<file path="config.mk">
export PLATFORM = sky130hd
export DESIGN_NAME = cdma_top
export DESIGN_NICKNAME = d
export VERILOG_FILES = /design/src/rtl/cdma_top.sv
export SDC_FILE = /design/constraint.sdc
export NUM_CORES = 1
export LEC_CHECK = 0
export BUFFER_PORTS_ARGS = -buffer_cell sky130_fd_sc_hd__buf_4
export CAP_MARGIN = 20
export CORE_MARGIN = 10
export CORE_UTILIZATION = 35
export DETAILED_ROUTE_END_ITERATION = 8
export GPL_TIMING_DRIVEN = 1
export PLACE_DENSITY = 0.63
export SLEW_MARGIN = 0
export SYNTH_ARGS = -nofsm -noshare
export SYNTH_HDL_FRONTEND = slang
export SYNTH_SLANG_ARGS = --single-unit
</file>
<file path="constraint.sdc">
create_clock -name clk -period 6.42 [get_ports clk]
set_clock_uncertainty 0.2 [all_clocks]
set_input_delay 1.605 -clock clk [delete_from_list [all_inputs] [get_ports clk]]
set_output_delay 1.605 -clock clk [all_outputs]
set_load 0.01 [all_outputs]
</file>
<file path="src/rtl/cdma_top.sv">
// ---------------------------------------------------------------------------
// cdma_top -- four-user synchronous CDMA link core (spreader, shared channel
// adder, despreader) used as the link engine of the low-power CDMA router.
//
// Each user's DATA_W-bit word is latched once per frame of 4*DATA_W clocks.
// The word is spread MSB-first with a length-4 Walsh code. The four chip
// streams are summed into one signed channel sample per clock. Each user's
// bits are recovered by correlating the channel against that user's code.
// Recovered words appear DATA_W*4+1 clocks after the inputs were sampled.
//
// Ports:
//   clk                  system clock, rising edge
//   rst                  asynchronous, active-low reset
//   user1..4_data [DW]   words to transmit, sampled on the frame boundary
//   user1..4_out  [DW]   recovered words, all updated in the same cycle
//
// Optional build macro CDMA_DEBUG_EN adds:
//   chan_dbg   [4] signed  current channel register
//   frame_done [1]         one-cycle pulse in the clock after outputs update
//
// DATA_W must be at least 2.
// ---------------------------------------------------------------------------
module cdma_top #(
  parameter int DATA_W = 4
) (
  input  logic              clk,
  input  logic              rst,
  input  logic [DATA_W-1:0] user1_data,
  input  logic [DATA_W-1:0] user2_data,
  input  logic [DATA_W-1:0] user3_data,
  input  logic [DATA_W-1:0] user4_data,
  output logic [DATA_W-1:0] user1_out,
  output logic [DATA_W-1:0] user2_out,
  output logic [DATA_W-1:0] user3_out,
  output logic [DATA_W-1:0] user4_out
`ifdef CDMA_DEBUG_EN
  ,
  output logic signed [3:0] chan_dbg,
  output logic              frame_done
`endif
);

  localparam int              FRAME = 4 * DATA_W;
  localparam int              CW    = $clog2(FRAME);
  localparam logic [CW-1:0]   LAST  = CW'(FRAME - 1);
  localparam logic [DATA_W-1:0] MSB = DATA_W'(1) << (DATA_W - 1);

  // Walsh chip sign: 1 means -1. Rows u1..u4 are the Hadamard rows, so the
  // sign of chip c for user index u is the parity of (u & c).
  function automatic logic walsh_neg(input logic [1:0] u, input logic [1:0] c);
    return ^(u & c);
  endfunction

  logic [DATA_W-1:0]  in_w   [4];
  logic [CW-1:0]      cnt_q,  cnt_d;
  logic [CW-1:0]      tag_q,  tag_d;   // cnt value that produced chan_q
  logic [DATA_W-1:0]  tx_q   [4];
  logic [DATA_W-1:0]  tx_d   [4];
  logic signed [3:0]  chan_q, chan_d;
  logic signed [5:0]  acc_q  [4];
  logic signed [5:0]  acc_d  [4];
  logic [DATA_W-1:0]  rx_q   [4];
  logic [DATA_W-1:0]  rx_d   [4];
  logic [DATA_W-1:0]  out_q  [4];
  logic [DATA_W-1:0]  out_d  [4];

  assign in_w[0] = user1_data;
  assign in_w[1] = user2_data;
  assign in_w[2] = user3_data;
  assign in_w[3] = user4_data;

  always_comb begin
    logic [1:0]        chip;
    logic [1:0]        tchip;
    logic [CW-1:0]     grp;
    logic              tx_bit;
    logic signed [5:0] p;
    logic signed [5:0] corr;
    logic              dec;

    cnt_d  = (cnt_q == LAST) ? '0 : cnt_q + CW'(1);
    tag_d  = cnt_q;
    chip   = cnt_q[1:0];
    grp    = cnt_q >> 2;
    tchip  = tag_q[1:0];
    chan_d = '0;
    tx_bit = 1'b0;
    p      = '0;
    corr   = '0;
    dec    = 1'b0;

    for (int u = 0; u < 4; u++) begin
      // Frame latch: inputs only matter on the last chip of a frame.
      tx_d[u] = (cnt_q == LAST) ? in_w[u] : tx_q[u];

      // Spreader + channel adder. Chip is +1 when data sign and code sign
      // agree, i.e. when (bit XOR code_negative) is 1.
      tx_bit = |(tx_q[u] & (MSB >> grp));
      if (tx_bit ^ walsh_neg(2'(u), chip))
        chan_d = chan_d + 4'sd1;
      else
        chan_d = chan_d - 4'sd1;

      // Despreader: correlate against own code over 4 chips.
      p = {{2{chan_q[3]}}, chan_q};
      if (walsh_neg(2'(u), tchip))
        p = -p;
      corr     = (tchip == 2'd0) ? p : acc_q[u] + p;
      acc_d[u] = corr;
      dec      = (corr > 6'sd0);

      rx_d[u] = rx_q[u];
      if (tchip == 2'd3)
        rx_d[u] = (rx_q[u] << 1) | DATA_W'(dec);

      // Publish the full word, including the bit decided this cycle.
      out_d[u] = (tag_q == LAST) ? rx_d[u] : out_q[u];
    end
  end

  always_ff @(posedge clk or negedge rst) begin
    if (!rst) begin
      cnt_q  <= '0;
      tag_q  <= '0;
      chan_q <= '0;
      for (int u = 0; u < 4; u++) begin
        tx_q[u]  <= '0;
        acc_q[u] <= '0;
        rx_q[u]  <= '0;
        out_q[u] <= '0;
      end
    end else begin
      cnt_q  <= cnt_d;
      tag_q  <= tag_d;
      chan_q <= chan_d;
      for (int u = 0; u < 4; u++) begin
        tx_q[u]  <= tx_d[u];
        acc_q[u] <= acc_d[u];
        rx_q[u]  <= rx_d[u];
        out_q[u] <= out_d[u];
      end
    end
  end

  assign user1_out = out_q[0];
  assign user2_out = out_q[1];
  assign user3_out = out_q[2];
  assign user4_out = out_q[3];

`ifdef CDMA_DEBUG_EN
  logic frame_done_q;

  always_ff @(posedge clk or negedge rst) begin
    if (!rst)
      frame_done_q <= 1'b0;
    else
      frame_done_q <= (tag_q == LAST);
  end

  assign chan_dbg   = chan_q;
  assign frame_done = frame_done_q;
`endif

endmodule

</file>
=== Word level (Yosys, flattened, before mapping) ===
Cells that the tools add are included.

* Output and inout port bits: 16
* Memory bits (read-only): 0
* Latch bits: 0
* Bits in registers: 84
* Word-level logic and storage cells: 77
* Memory bits (writable): 0
* Memories kept: 0
* Input bits: 18

* Equal/unequal tests: 3
* $mul: 0
* Mux-type cells: 16
* Magnitude comparators: 4
* Shift operators: 1
* Bitwise logic cells: 11
* $add $sub $neg: 12
* Reductions and logical operators: 11
* Divide/modulo/power cells: 0

{| class="wikitable"
|+ Operators by type and width
! kind !! count
|-
| $mux W6 || 7
|-
| $mux W4 || 9
|-
| $gt A6 B1 Y1 const B || 4
|-
| $add A6 B6 Y6 || 3
|-
| $and A4 B4 Y4 || 4
|-
| $or A4 B1 Y4 || 4
|-
| $reduce_or A4 Y1 || 4
|-
| $add A4 B2 Y4 const B || 3
|-
| $reduce_xor A2 Y1 || 6
|-
| $sub A4 B2 Y4 const B || 3
|-
| $eq A4 B4 Y1 const B || 2
|-
| $add A6 B4 Y6 || 1
|-
| $neg A4 Y6 || 1
|-
| $add A4 B1 Y4 const B || 1
|-
| $shr A4 B2 Y4 const A || 1
|-
| $xor A1 B1 Y1 || 3
|-
| $eq A2 B2 Y1 const B || 1
|-
| $logic_not A2 Y1 || 1
|}

=== Longest topological paths before layout ===
Gate-level depths: netlist of the first run.

* Word-level depth: 10
* Mapped depth: 12
* Mapped depth without buffers: 11

=== Least setup slack after synthesis of the first run ===
Ideal clock, no wire load.

* Path kind: register -> register
* Start: reg tag_q[0]
* End: reg rx_q[0] (netlist bit)
* Path buffers: 2
* Clock period less this slack: 3210 ps
* Stages on the path, launching flop included: 13
* Path slack: 3210 ps
* Library setup time: 125 ps
* Data required time: 6095 ps
* Data arrival time: 2886 ps
* Cell sequence: dfrtp_1 clkbuf_1 inv_1 ha_1 clkbuf_1 nand2b_1 o21ai_0 ha_1 or4b_1 o311a_1 a221oi_2 a31oi_1 mux2_2

{| class="wikitable"
|+ RTL lines
! what !! line !! source
|-
| start, declared || 56 || <nowiki>logic [CW-1:0] tag_q, tag_d;</nowiki>
|-
| start signal, assigned || 134 || <nowiki>tag_q <= tag_d;</nowiki>
|-
| end signal, assigned by index || 139 || <nowiki>rx_q[u] <= rx_d[u];</nowiki>
|-
| end, declared || 62 || <nowiki>logic [DATA_W-1:0] rx_q [4];</nowiki>
|}

==> metrics list, run 1 <==
* Result of the run: completed
- Of all flip-flops after synthesis, the portion carrying an async set or reset was 100%.
- The worst path uses 54.3% of the clock period.
- Crit path to: user4_out[0]
- Clock Root Buffer: clkbuf_16
* FP Rows: 39
- In the synthesized netlist, the cells that appear most often are 80 x dfrtp_1, 43 x mux2_2, 35 x inv_1.
* Crit end category: register
* Critical Path Source: tag_q[0]
* Post-synthesis cell type count: 40
- In this run the count of I/O pins placed on the die edge is 34.
- Number of iterations in the first detailed-routing pass: 4
- Register bit count reported by yosys: 80
* Level count of the clock H-tree: 3
* N_diodes: 0
- Summing the areas of all xor and xnor instances in the mapped netlist gives 2.09% of the synthesized area.
- Post-synthesis simple-gate area fraction: 8.00%
- Critical Path Fanout Max: 7
- Number of flops mapped to enable cells by yosys: 0
* Critical path cell sequence: inv_1 > ha_1 > mux2i_1 > inv_1 > fa_1 > a21o_1 > a2111oi_0 > a221oi_2 > a31oi_1 > mux2_2
- IR analysis of the VDD net gives a maximum drop of 0.187 mV.
* Number of standard cells in the final layout excluding fillers: 533
- Transition at the pin with the smallest max-transition slack: 0.793 ns
* Iteration-0 DRC count of the detailed router: 131
- In this run the mean area of a mapped cell was 11.8 sq um.
- Headroom to the max-slew limit: 47.0%
- Final Routed Wirelength: 7780 um
- TritonCTS created 9 clock buffers.
* Final routed wire length divided by cell count: 14.6 um
* Power density over the cells: 386 nW/um^2
* Die H: 129 um
* Hold WS: 0.277 ns
- Clock tree buffer depth: 2
- Via count of the first global-routing pass: 2791
- Gr ovfl total: 0
* Hpwl dp: 5730 um
* Number of vias per cell: 5.09
* Number of instances in the synthesized netlist: 355
* Required time of the critical path: 6.48 ns
- Summing all multi-input logic gate instances after layout gives 1990 sq um.
* Total count of max-transition violations in the final report: 0
- Number of buffers inserted by post-CTS setup repair: 0
* Final Hold Violating Endpoints: 0
* TritonCTS clock tree: built
- Worst reg2reg path endpoint: user4_out[0]
- Cell type of the slowest stage on the worst timing path: dfrtp_1
- Slack of the worst reg-to-reg path: 2.93 ns
* Seq/Total Area, Yosys: 47.8%
- Path type of the worst min-delay path: reg -> reg
- In this run, the combinational gates consume 32.6% of the power.
- Sequential cells account for 40.7% of the total power.
- Cell with the most instances on the worst path: inv_1
- Power comes to 1.88 mW.
- The portion of synthesized area spent on multiplexers is 16.6%.
* Post-layout utilization of the core: 42.2%
* Placer Congestion: 0.762
* Finish-stage setup viols: 0
- The final layout contains 437 nets.
- Number of cells on the worst reg-to-reg path: 10
* Maximum number of pins on one net before global-route repair: 81
- In the final layout, the share of cells above drive strength 1 is 25.9%.
- Compared with the post-synthesis result, the final layout area differs by 16.5%.
- Subtracting the final worst setup slack from the clock period gives 3.49 ns.
- Including well taps, the total number of placed cells is 518.
* First-pass GRT wire length: 13200 um
* Placed cell area: 4570 sq um
- Net Sw Frac: 31.5%
- Summing the areas of all compound-gate instances in the mapped netlist gives 10.4% of the synthesized area.
- Once detail routing completed, the nets flagged for antenna violations numbered 0.
* TNS Setup: 0 ns
* Worst flop-to-flop path startpoint: tag_q[0]
- Summing all non-filler instances in the final layout gives an area of 4880 sq um.
- Overall routing resource usage: 9.79%
- The number of antenna violations at the first check in global routing was 0.
- Clock-pin slew was measured on the worst setup and hold paths at 0.06 ns.
* CTS Hold Bufs: 0
* Clock insertion delay at the later pin of the skew report: 0.33 ns
- When the netlist entered floorplanning its net count stood at 405.
- Most instantiated library cell after synthesis: dfrtp_1
* Share of the synthesized area in the top cell type: 47.8%
- Clock tree synthesis found a total of 80 sinks.
- For this design the total switching power over the nets is 0.593 mW.
* Placeable core region: 11600 sq um
- Buffers on Ports: 33
- Summing all flip-flop and latch instances after layout gives 2000 sq um.
* Stage delay of the slowest cell on the critical path: 0.52 ns
- After Yosys synthesis, full adders, half adders and majority gates account for 10.5% of the synthesized area.
- The die is 129 um wide.
* Worst Path Class, Setup: reg -> reg
- Number of max-cap violations: 0
* Data arrival at the endpoint of the critical path: 3.55 ns
- By area the synthesized netlist is led by dfrtp_1 48%, mux2_2 12%, ha_1 8.1%.
- Drc violations: 0
- Crit path setup slack, layout: 2.93 ns
- Most area-hungry cell type in the Yosys netlist: dfrtp_1
- After synthesis, the largest family of logic cells by area is multiplexers.
- The number of gates resized after CTS was 0.
* Filler Cell Count: 1050
* Synthesized cell area: 4190 sq um
- The worst setup path is launched from a register.
- Total Die Area: 16700 sq um
- Most instantiated flip-flop cell in the synthesis netlist: dfrtp_1
- Per report_power, the clock group accounts for 26.7% of the total.
- The internal power of the cells totals 1.29 mW.
- Timing analysis after detailed placement gives a worst setup slack of 2.93 ns.
* Number of synthesis warnings: 0
- Vias after detailed routing: 2711
- RSZ-0062 raised after global routing: false
- Derived from the worst setup path, the maximum achievable clock frequency is 287 MHz.
- For this design the static power due to leakage is 2.19 nW.
- For this configuration, the core starts out at a cell density of 36.2%.
## per-layer routing
metal / part of all wire (%) / GRT usage, % / up-vias
met3: 3.8 / 3.18 / 9
met2: 48 / 15.8 / 34
met1: 47 / 12.2 / 1336
li1: - / - / 1332
met4: 1.3 / 3.17 / 0
met5: 0 / 0 / -
## power groups by stage
stage                     clock (mW)  sequential (mW)  combinational [mW]
after floorplan                    0            0.770               0.406
after global placement             0            0.768               0.605
after detailed placement           0            0.776               0.616
after CTS                      0.516            0.769               0.620
after global routing           0.540            0.792               0.691
final                          0.503            0.767               0.615
## state kept, by name (all words and copies together) (netlist names)
| name | count |
|---|---|
| tx_q | 16 |
| user4_out | 4 |
| chan_q | 3 |
| user1_out | 4 |
| user3_out | 4 |
| acc_q | 24 |
| user2_out | 4 |
| rx_q | 13 |
| cnt_q | 4 |
| tag_q | 4 |
## final cells by class
cell class | instances | share of cell area [%]
Sequential cell | 80 | 41.0
Multi-Input combinational cell | 224 | 40.7
Timing Repair Buffer | 36 | 5.79
Clock buffer | 11 | 5.18
Tap cell | 143 | 3.66
Inverter | 36 | 2.77
Clock inverter | 3 | 0.871
## placed cells by master, fill, tap and decap left out, drive strengths merged, types with 2 or more instances in the layout
master	Yosys	routed
xor2	2	2
a221oi	3	3
mux2i	12	12
a21oi	13	13
nand2b	8	8
o21ai	18	18
nand2	8	8
clkbuf	7	11
a21o	3	3
nor3	7	7
o21a	3	3
nor2	6	6
or4b	3	3
mux2	43	43
ha	27	27
dfrtp	80	80
inv	36	36
a211o	3	3
o311a	3	3
nor2b	5	5
nand4	3	3
nand3	10	10
buf	8	36
a2111oi	3	3
xnor2	8	8
nor3b	6	6
a31oi	5	5
o211ai	6	6
fa	5	5
mux4	4	4
## critical path, delay by kind of cell (launching register included)
kind            cells  cell delay, ns
compound gates      4            1.08
flops               1            0.52
fa+ha+maj           2            0.89
buf+inv             2            0.25
mux                 2            0.49
## logic make-up after synthesis
family | Yosys count
DFF | 80
AOI/OAI and AO/OA | 64
muxes | 59
and+or+nand+nor | 59
buffers and inverters | 51
adders and majority gates | 32
xor gates and xnor gates | 10
## how the worst min path moves through the flow
stage	from	to	slack, ns	cells past startpoint
after floorplan	cnt_q[2]	tag_q[2]	0.15	0
after global placement	cnt_q[1]	tag_q[1]	0.27	0
after detailed placement	cnt_q[1]	tag_q[1]	0.27	0
after CTS	cnt_q[1]	tag_q[1]	0.28	0
after global routing	cnt_q[1]	tag_q[1]	0.30	0
final	cnt_q[1]	tag_q[1]	0.28	0
Power figures use the tool's default switching activity.
==> inputs of run 2 (changes only) <==
- PLACE_DENSITY: 0.63 -> 0.65
- clock period: 6.42 -> 3 ns (I/O delays scaled with it)
==> metrics list, run 2 (synthesis gave the netlist of run 1 again) <==
- Clock tree buffer depth: 2 (unchanged)
* Final Hold Violating Endpoints: 0 (unchanged)
- Hold WS: 0.231 ns (-0.0464 ns)
- The overall overflow remaining after global route is 0 (unchanged).
- FP Rows: 39 (unchanged)
* Finished layout cell area: 5270 sq um (+7.8%)
- The clock latency on the worst-skew pair came to 0.33 ns (about the same).
* Slack of the worst reg-to-reg path: 0.08 ns (-2.85 ns)
- The floorplan die area was 16700 sq um (unchanged).
- CTS Hold Bufs: 0 (unchanged)
* Path type of the worst min-delay path: in -> async
- The worst register-to-register path begins at chan_q[2].
- The transition time at the pin with the least slew margin came to 0.761 ns (-0.0319 ns).
- The number of buffers added by the clock tree synthesis step came to 9 (unchanged).
* Critical Path Fanout Max: 5 (-2)
* Worst reg2reg path endpoint: rx_q[4]
- Final Routed Wirelength: 8930 um (+15%)
* Initial Util: 36.2% (unchanged)
- Layout area overhead: 25.6%
- Count of nets left with antenna violations after detail routing: 0 (unchanged)
* Via count of the first global-routing pass: 3067 (+9.9%)
- The final period demand of the worst path was 2.92 ns (-0.569 ns).
* Hpwl dp: 6540 um (+14%)
- Fraction of final layout cells with drive strength greater than 1: 37.2% (+11 points)
- Upper clock frequency limit: 343 MHz (+19%)
- Clock transition at the registers of the reported paths: 0.06 ns (about the same)
* Crit end category: register
- The library cell used most frequently in the layout, excluding fill and tap cells, is dfrtp_1.
- N_diodes: 0 (unchanged)
- Level count of the clock H-tree: 3 (unchanged)
- The routed via count was 2934 (+8.2%).
- Overall routing resource usage: 10.9% (+1.1 points)
- TritonCTS clock tree: built
- The final weighted congestion of routability-driven global placement was 0.838 (+9.9%).
- Power after layout: 4.23 mW (+120%)
- The placeable core region is 11600 sq um (unchanged).
* Number of antenna violations at the first check in global routing: 0 (unchanged)
- The leakage component of the power came to 2.37 nW (+8.1%).
- Result of the run: completed
- The worst endpoint data arrival time is 2.94 ns (-0.61 ns).
- The vias per cell came to 5.15 (+1.2%).
* Fraction of the cycle the final worst path needs: 97.3% (+43 points)
- Maximum number of pins on one net before global-route repair: 46 (-43%)
- Width of the die: 129 um (unchanged)
- Crit path setup slack, layout: 0.0806 ns (-2.85 ns)
* Commonest cells after routing, fill and taps aside: 80 x dfrtp_1, 70 x buf_4, 43 x mux2_2
- Iteration-0 DRC count of the detailed router: 164 (+25%)
* Register with the most flip-flops: acc_q
* Peak supply drop: 0.418 mV (+120%)
- Finish-stage setup viols: 0 (unchanged)
- The total negative slack was 0 ns (unchanged).
- The wire length of the first global-routing pass is 14800 um (+12%).
* Final routed wire length divided by cell count: 15.7 um (+7.3%)
* Top Registers: acc_q: 24 flops, tx_q: 16 flops, rx_q: 13 flops
- The number of search-and-repair iterations in the first detailed-routing pass came to 4 (unchanged).
- The number of flip-flops under the largest register name is 24 (unchanged).
- The cell area after placement was 4810 sq um (+5.4%).
- The cell sitting at the root of the clock tree is a clkbuf_16.
* Post-Place Worst Slack: -0.168 ns (-3.09 ns)
- Number of cells on the worst reg-to-reg path: 10 (unchanged)
- Worst Path Class, Setup: reg -> reg
- Required time of the critical path: 3.02 ns (-3.46 ns)
- The power density over the cells came to 803 nW/um^2 (+110%).
- The final-layout fill cell count is 1049 (-0.095%).
* Post-layout utilization of the core: 45.5% (+3.3 points)
- Crit start category: register
- The number of design rule violations left after detail routing was 0 (unchanged).
- Number of ports placed on the die boundary: 34 (unchanged)
* Die H: 129 um (unchanged)
- Buffers on Ports: 33 (unchanged)
- Stage delay of the slowest cell on the critical path: 0.55 ns (+0.03 ns)
* Cell with the most instances on the worst path: buf_4
* Cell count after placement: 549 (+6.0%)
- The count of max-cap constraint violations came to 0 (unchanged).
* Critical path cell sequence: buf_4 > o21bai_4 > buf_4 > o21ai_1 > ha_1 > or4b_1 > o311a_1 > a221oi_2 > a31oi_1 > mux2_2
- The post-layout net count came to 472 (+8.0%).
* Sinks on the clock net: 80 (unchanged)
* Number of standard cells in the final layout excluding fillers: 570 (+6.9%)
- Headroom to the max-slew limit: 49.1% (+2.1 points)
- Cell type of the slowest stage on the worst timing path: or4b_1
- The number of pins with negative max-slew slack in the final report was 0 (unchanged).
run 2: cell count changes in the layout (fill, tap and decap cells not counted), moves of 4 or more:
| cell | change |
|---|---|
| buf_4 | +35 |
| inv_1 | -4 |
| inv_2 | +4 |
| o21ai_0 | -6 |
run 2: where the power goes:
part / switching (mW) / leakage [nW] / internal, mW / total, mW
clock: 0.407 / 0.130 / 0.580 / 0.987
combinational: 0.776 / 1.27 / 0.832 / 1.61
sequential: 0.216 / 0.968 / 1.42 / 1.63
run 2: how the worst max path moves through the flow:
stage	end	depth (start not counted)	startpoint	slack [ns]
2_1_floorplan	rx_q[0]	12	tag_q[0]	0.005
3_3_place_gp	user4_out[0]	10	tag_q[0]	-0.04
3_5_place_dp	user4_out[0]	12	chan_q[2]	-0.17
4_1_cts	user2_out[0]	12	chan_q[1]	-0.04
5_1_grt	user2_out[0]	9	chan_q[3]	-0.03
6_report	rx_q[4]	10	chan_q[2]	0.08
run 2: repair_timing:
| item | 4_1_cts | 5_1_grt |
|---|---|---|
| gates resized for setup | 8 | 28 |
| setup buffers | 0 | 5 |
| endpoints found under the setup margin | 6 | 6 |
| hold endpoints to repair | 0 | 0 |
| pin swaps | 0 | 7 |
run 2: area by class of cell:
type                            instances  area, sq um  share of cell area [%]
Multi-Input combinational cell        224         2140                    40.6
Tap cell                              143          179                    3.40
Clock inverter                          3         17.5                   0.333
Timing Repair Buffer                   71          546                    10.4
Inverter                               36          135                    2.57
Sequential cell                        80         2000                    38.0
Clock buffer                           13          250                    4.75
run 2: routing by layer:
layer / up-vias / track usage, % / share of wire [%]
li1: 1400 / - / -
met1: 1473 / 13.4 / 45
met2: 47 / 17.9 / 49
met3: 14 / 3.59 / 3.8
met4: 0 / 3.17 / 1.4
met5: - / 0 / 0
run 2: critical path: cells and delay by family, from the launching register on:
family                     cells  cell delay [ns]
DFF                            1             0.38
adders and majority gates      1             0.34
and+or+nand+nor                1             0.55
muxes                          1             0.27
buffers and inverters          2             0.31
AOI/OAI and AO/OA              5             0.75
==> inputs of run 3 (changes only) <==
--- a/config.mk
+++ b/config.mk
@@ -13,4 +13,5 @@
 export GPL_TIMING_DRIVEN = 1
 export PLACE_DENSITY = 0.65
+export RECOVER_POWER = 100
 export SLEW_MARGIN = 0
 export SYNTH_ARGS = -nofsm -noshare
==> constraint.sdc (replaced) <==
create_clock -name clk -period 3 [get_ports clk]
set_clock_uncertainty 0.2 [all_clocks]
set_input_delay 0.75 -clock clk [delete_from_list [all_inputs] [get_ports clk]]
set_output_delay 0.75 -clock clk [all_outputs]
set_load 0.1 [all_outputs]
==> metrics list, run 3 (synthesis gave the netlist of run 1 again) <==
- The run finished with clean final reports.
- The internal power contribution was 2.74 mW (-3.3%).
* Finished layout cell area: 5170 sq um (-1.8%)
- The mean routed wirelength per cell was 15.7 um (about the same).
- Drc violations: 0 (unchanged)
- Critical path buffer and inverter count: 2 (unchanged)
* Required time of the critical path: 3.02 ns (about the same)
- The net switching component of the power is 2.15 mW (+53%).
- The worst hold path terminates at rx_q[15].
* Worst reg2reg path endpoint: rx_q[4]
- Critical path cell sequence: buf_4 > o21bai_4 > buf_4 > o21ai_1 > ha_1 > or4b_1 > o311a_1 > a221oi_2 > a31oi_1 > mux2_2
* Peak supply drop: 0.429 mV (+2.6%)
- The final period demand of the worst path came to 2.92 ns (+0.00406 ns).
- Power density over the cells: 945 nW/um^2 (+18%)
- Critical Path Source: chan_q[2]
- The reg-to-reg setup timing slack was 0.08 ns (about the same).
* Headroom to the max-slew limit: 20.7% (-28 points)
* Leakage: 2.28 nW (-3.5%)
- The global router's overall resource usage was 10.9% (unchanged).
- The combinational cell fraction of total power is 46.4% (+8.4 points).
- The vias per cell came to 5.15 (unchanged).
- The placeable core region is 11600 sq um (unchanged).
- Number of buffers created by CTS: 9 (unchanged)
- Final Hold Violating Endpoints: 0 (unchanged)
- Hold Path Origin: rx_q[15]
- Worst Path Class, Setup: reg -> reg
- The cell area after placement is 4810 sq um (unchanged).
- The number of pins with negative max-slew slack in the final report is 0 (unchanged).
* Gr ovfl total: 0 (unchanged)
* Number of max-cap violations: 0 (unchanged)
* Upper clock frequency limit: 342 MHz (-0.14%)
- The die height is 129 um (unchanged).
- The final weighted congestion of routability-driven global placement is 0.838 (unchanged).
- The share of final-layout standard cells stronger than drive strength 1 came to 32.1% (-5.2 points).
* Count of nets left with antenna violations after detail routing: 0 (unchanged)
- The routed wire length was 8930 um (about the same).
* Path type of the worst min-delay path: reg -> reg
* Clock insertion delay at the later pin of the skew report: 0.33 ns (about the same)
- The number of flip-flops under the largest register name is 24 (unchanged).
- Finish-stage setup viols: 0 (unchanged)
- Width of the die: 129 um (unchanged)
- Data arrival at the endpoint of the critical path: 2.94 ns (about the same)
- Top Registers: acc_q: 24 flops, tx_q: 16 flops, rx_q: 13 flops
* Hpwl dp: 6540 um (unchanged)
- Fraction of the cycle the final worst path needs: 97.4% (+0.14 points)
- Cell type of the slowest stage on the worst timing path: or4b_1
* Layout area overhead: 23.4%
- TritonCTS clock tree: built
- Level count of the clock H-tree: 3 (unchanged)
- Number of antenna violations at the first check in global routing: 0 (unchanged)
- Clock transition at the registers of the reported paths: 0.06 ns (about the same)
- Commonest non-fill, non-tap cell in the layout: dfrtp_1
- N_diodes: 0 (unchanged)
* Crit end category: register
- CTS placed an instance of clkbuf_16 at the clock tree root.
- The maximum count of clock buffers along a single path is 2 (unchanged).
* Net total in the final layout: 472 (unchanged)
- Number of cells on the worst reg-to-reg path: 10 (unchanged)
- The number of search-and-repair iterations in the first detailed-routing pass came to 4 (unchanged).
- Transition at the pin with the smallest max-transition slack: 1.19 ns (+0.433 ns)
- The number of violations reported at the end of detailed-routing iteration 0 came to 158 (-3.7%).
- Clock network fraction of design power: 20.2% (-3.1 points)
- The worst hold-check slack is 0.293 ns (+0.0627 ns).
- Relative contribution of sequential cells to total power: 33.4% (-5.2 points)
- The number of buffer cells added on primary ports came to 33 (unchanged).
* Sinks on the clock net: 80 (unchanged)
- Counting flops per register, the top entry is acc_q.
- Critical Path Fanout Max: 5 (unchanged)
* Initial Util: 36.2% (unchanged)
- Stage delay of the slowest cell on the critical path: 0.55 ns (about the same)
* FP Rows: 39 (unchanged)
- The number of global-route vias before repair came to 3067 (unchanged).
- The maximum number of pins on one net before global-route repair is 46 (unchanged).
- The number of I/O pins came to 34 (unchanged).
- Cell with the most instances on the worst path: buf_4
* Family with the most delay on the worst path: compound AO/OA/AOI/OAI gates
* Depth of the worst hold-timing path: 1
* Worst flop-to-flop path startpoint: chan_q[2]
- Net Sw Frac: 43.9% (+11 points)
* Total Die Area: 16700 sq um (unchanged)
- The routed via count was 2934 (unchanged).
* First-pass GRT wire length: 14800 um (unchanged)
- In the layout the commonest cells are 80 x dfrtp_1, 48 x buf_4, 42 x mux2_2.
- The worst setup path is launched from a register.
==> run 3: cell count changes in the layout (fill, tap and decap cells not counted) <==
cell	change
buf_4	-22
clkbuf_2	+2
clkbuf_1	+21
mux2_1	+1
mux2_2	-1
buf_12	-1
==> run 3: worst max-delay path by stage <==
stage                   endpoint  slack (ns)  cells after the start
floorplan                rx_q[0]       0.005                     12
global placement    user4_out[0]       -0.04                     10
detailed placement  user4_out[0]       -0.17                     12
CTS                 user2_out[0]       -0.04                     12
global route        user2_out[0]       -0.03                      9
finish                   rx_q[4]        0.08                     10
==> run 3: power groups by stage <==
| stage | logic [mW] | clock network (mW) | registers (mW) |
|---|---|---|---|
| 3_3_place_gp | 2.17 | 0 | 1.63 |
| 2_1_floorplan | 0.870 | 0 | 2.38 |
| 4_1_cts | 2.26 | 1.01 | 1.63 |
| 6_report | 2.27 | 0.987 | 1.63 |
| 3_5_place_dp | 2.22 | 0 | 1.65 |
| 5_1_grt | 2.44 | 1.07 | 1.68 |
==> run 3: metal layers <==
layer,global-route usage [%],wire length [um],share of wire (%)
met3,3.59,372,4.2
met4,3.17,129,1.4
met2,17.9,4390,49
met5,0,0,0
met1,13.4,4040,45
==> run 3: stage by stage <==
step / TNS (ns) / utilization, % / cells / total power [mW] / setup slack, ns
after floorplan: 0 / - / 355 / 3.25 / 0.00530
after global placement: -0.0890 / 41.6 / 549 / 3.80 / -0.0394
after detailed placement: -0.543 / 41.6 / 549 / 3.88 / -0.168
after CTS: -0.159 / 44.1 / 565 / 4.90 / -0.0422
after global routing: -0.0763 / 44.7 / 570 / 5.18 / -0.0269
final: 0 / 44.7 / 570 / 4.88 / 0.0765
==> run 3: repair_timing <==
item / 4_1_cts / 5_1_grt
resized for setup: 8 / 28
endpoints found under the setup margin: 6 / 6
setup buffers: 0 / 5
pin swaps: 0 / 7
hold buffers: 0 / 0
==> run 3: area by class of cell <==
type                            instances  area, sq um
Fill cell                            1076         6400
Clock buffer                           13          250
Multi-Input combinational cell        224         2140
Clock inverter                          3         17.5
Tap cell                              143          179
Sequential cell                        80         2000
Inverter                               36          135
Timing Repair Buffer                   71          449
==> run 3: worst register-to-register path, cell delays in order (launching register included) <==
cell      delay (ns)
dfrtp_1         0.38
buf_4           0.18
o21bai_4        0.17
buf_4           0.13
o21ai_1         0.07
ha_1            0.34
or4b_1          0.55
o311a_1         0.14
a221oi_2        0.31
a31oi_1         0.09
mux2_2          0.27
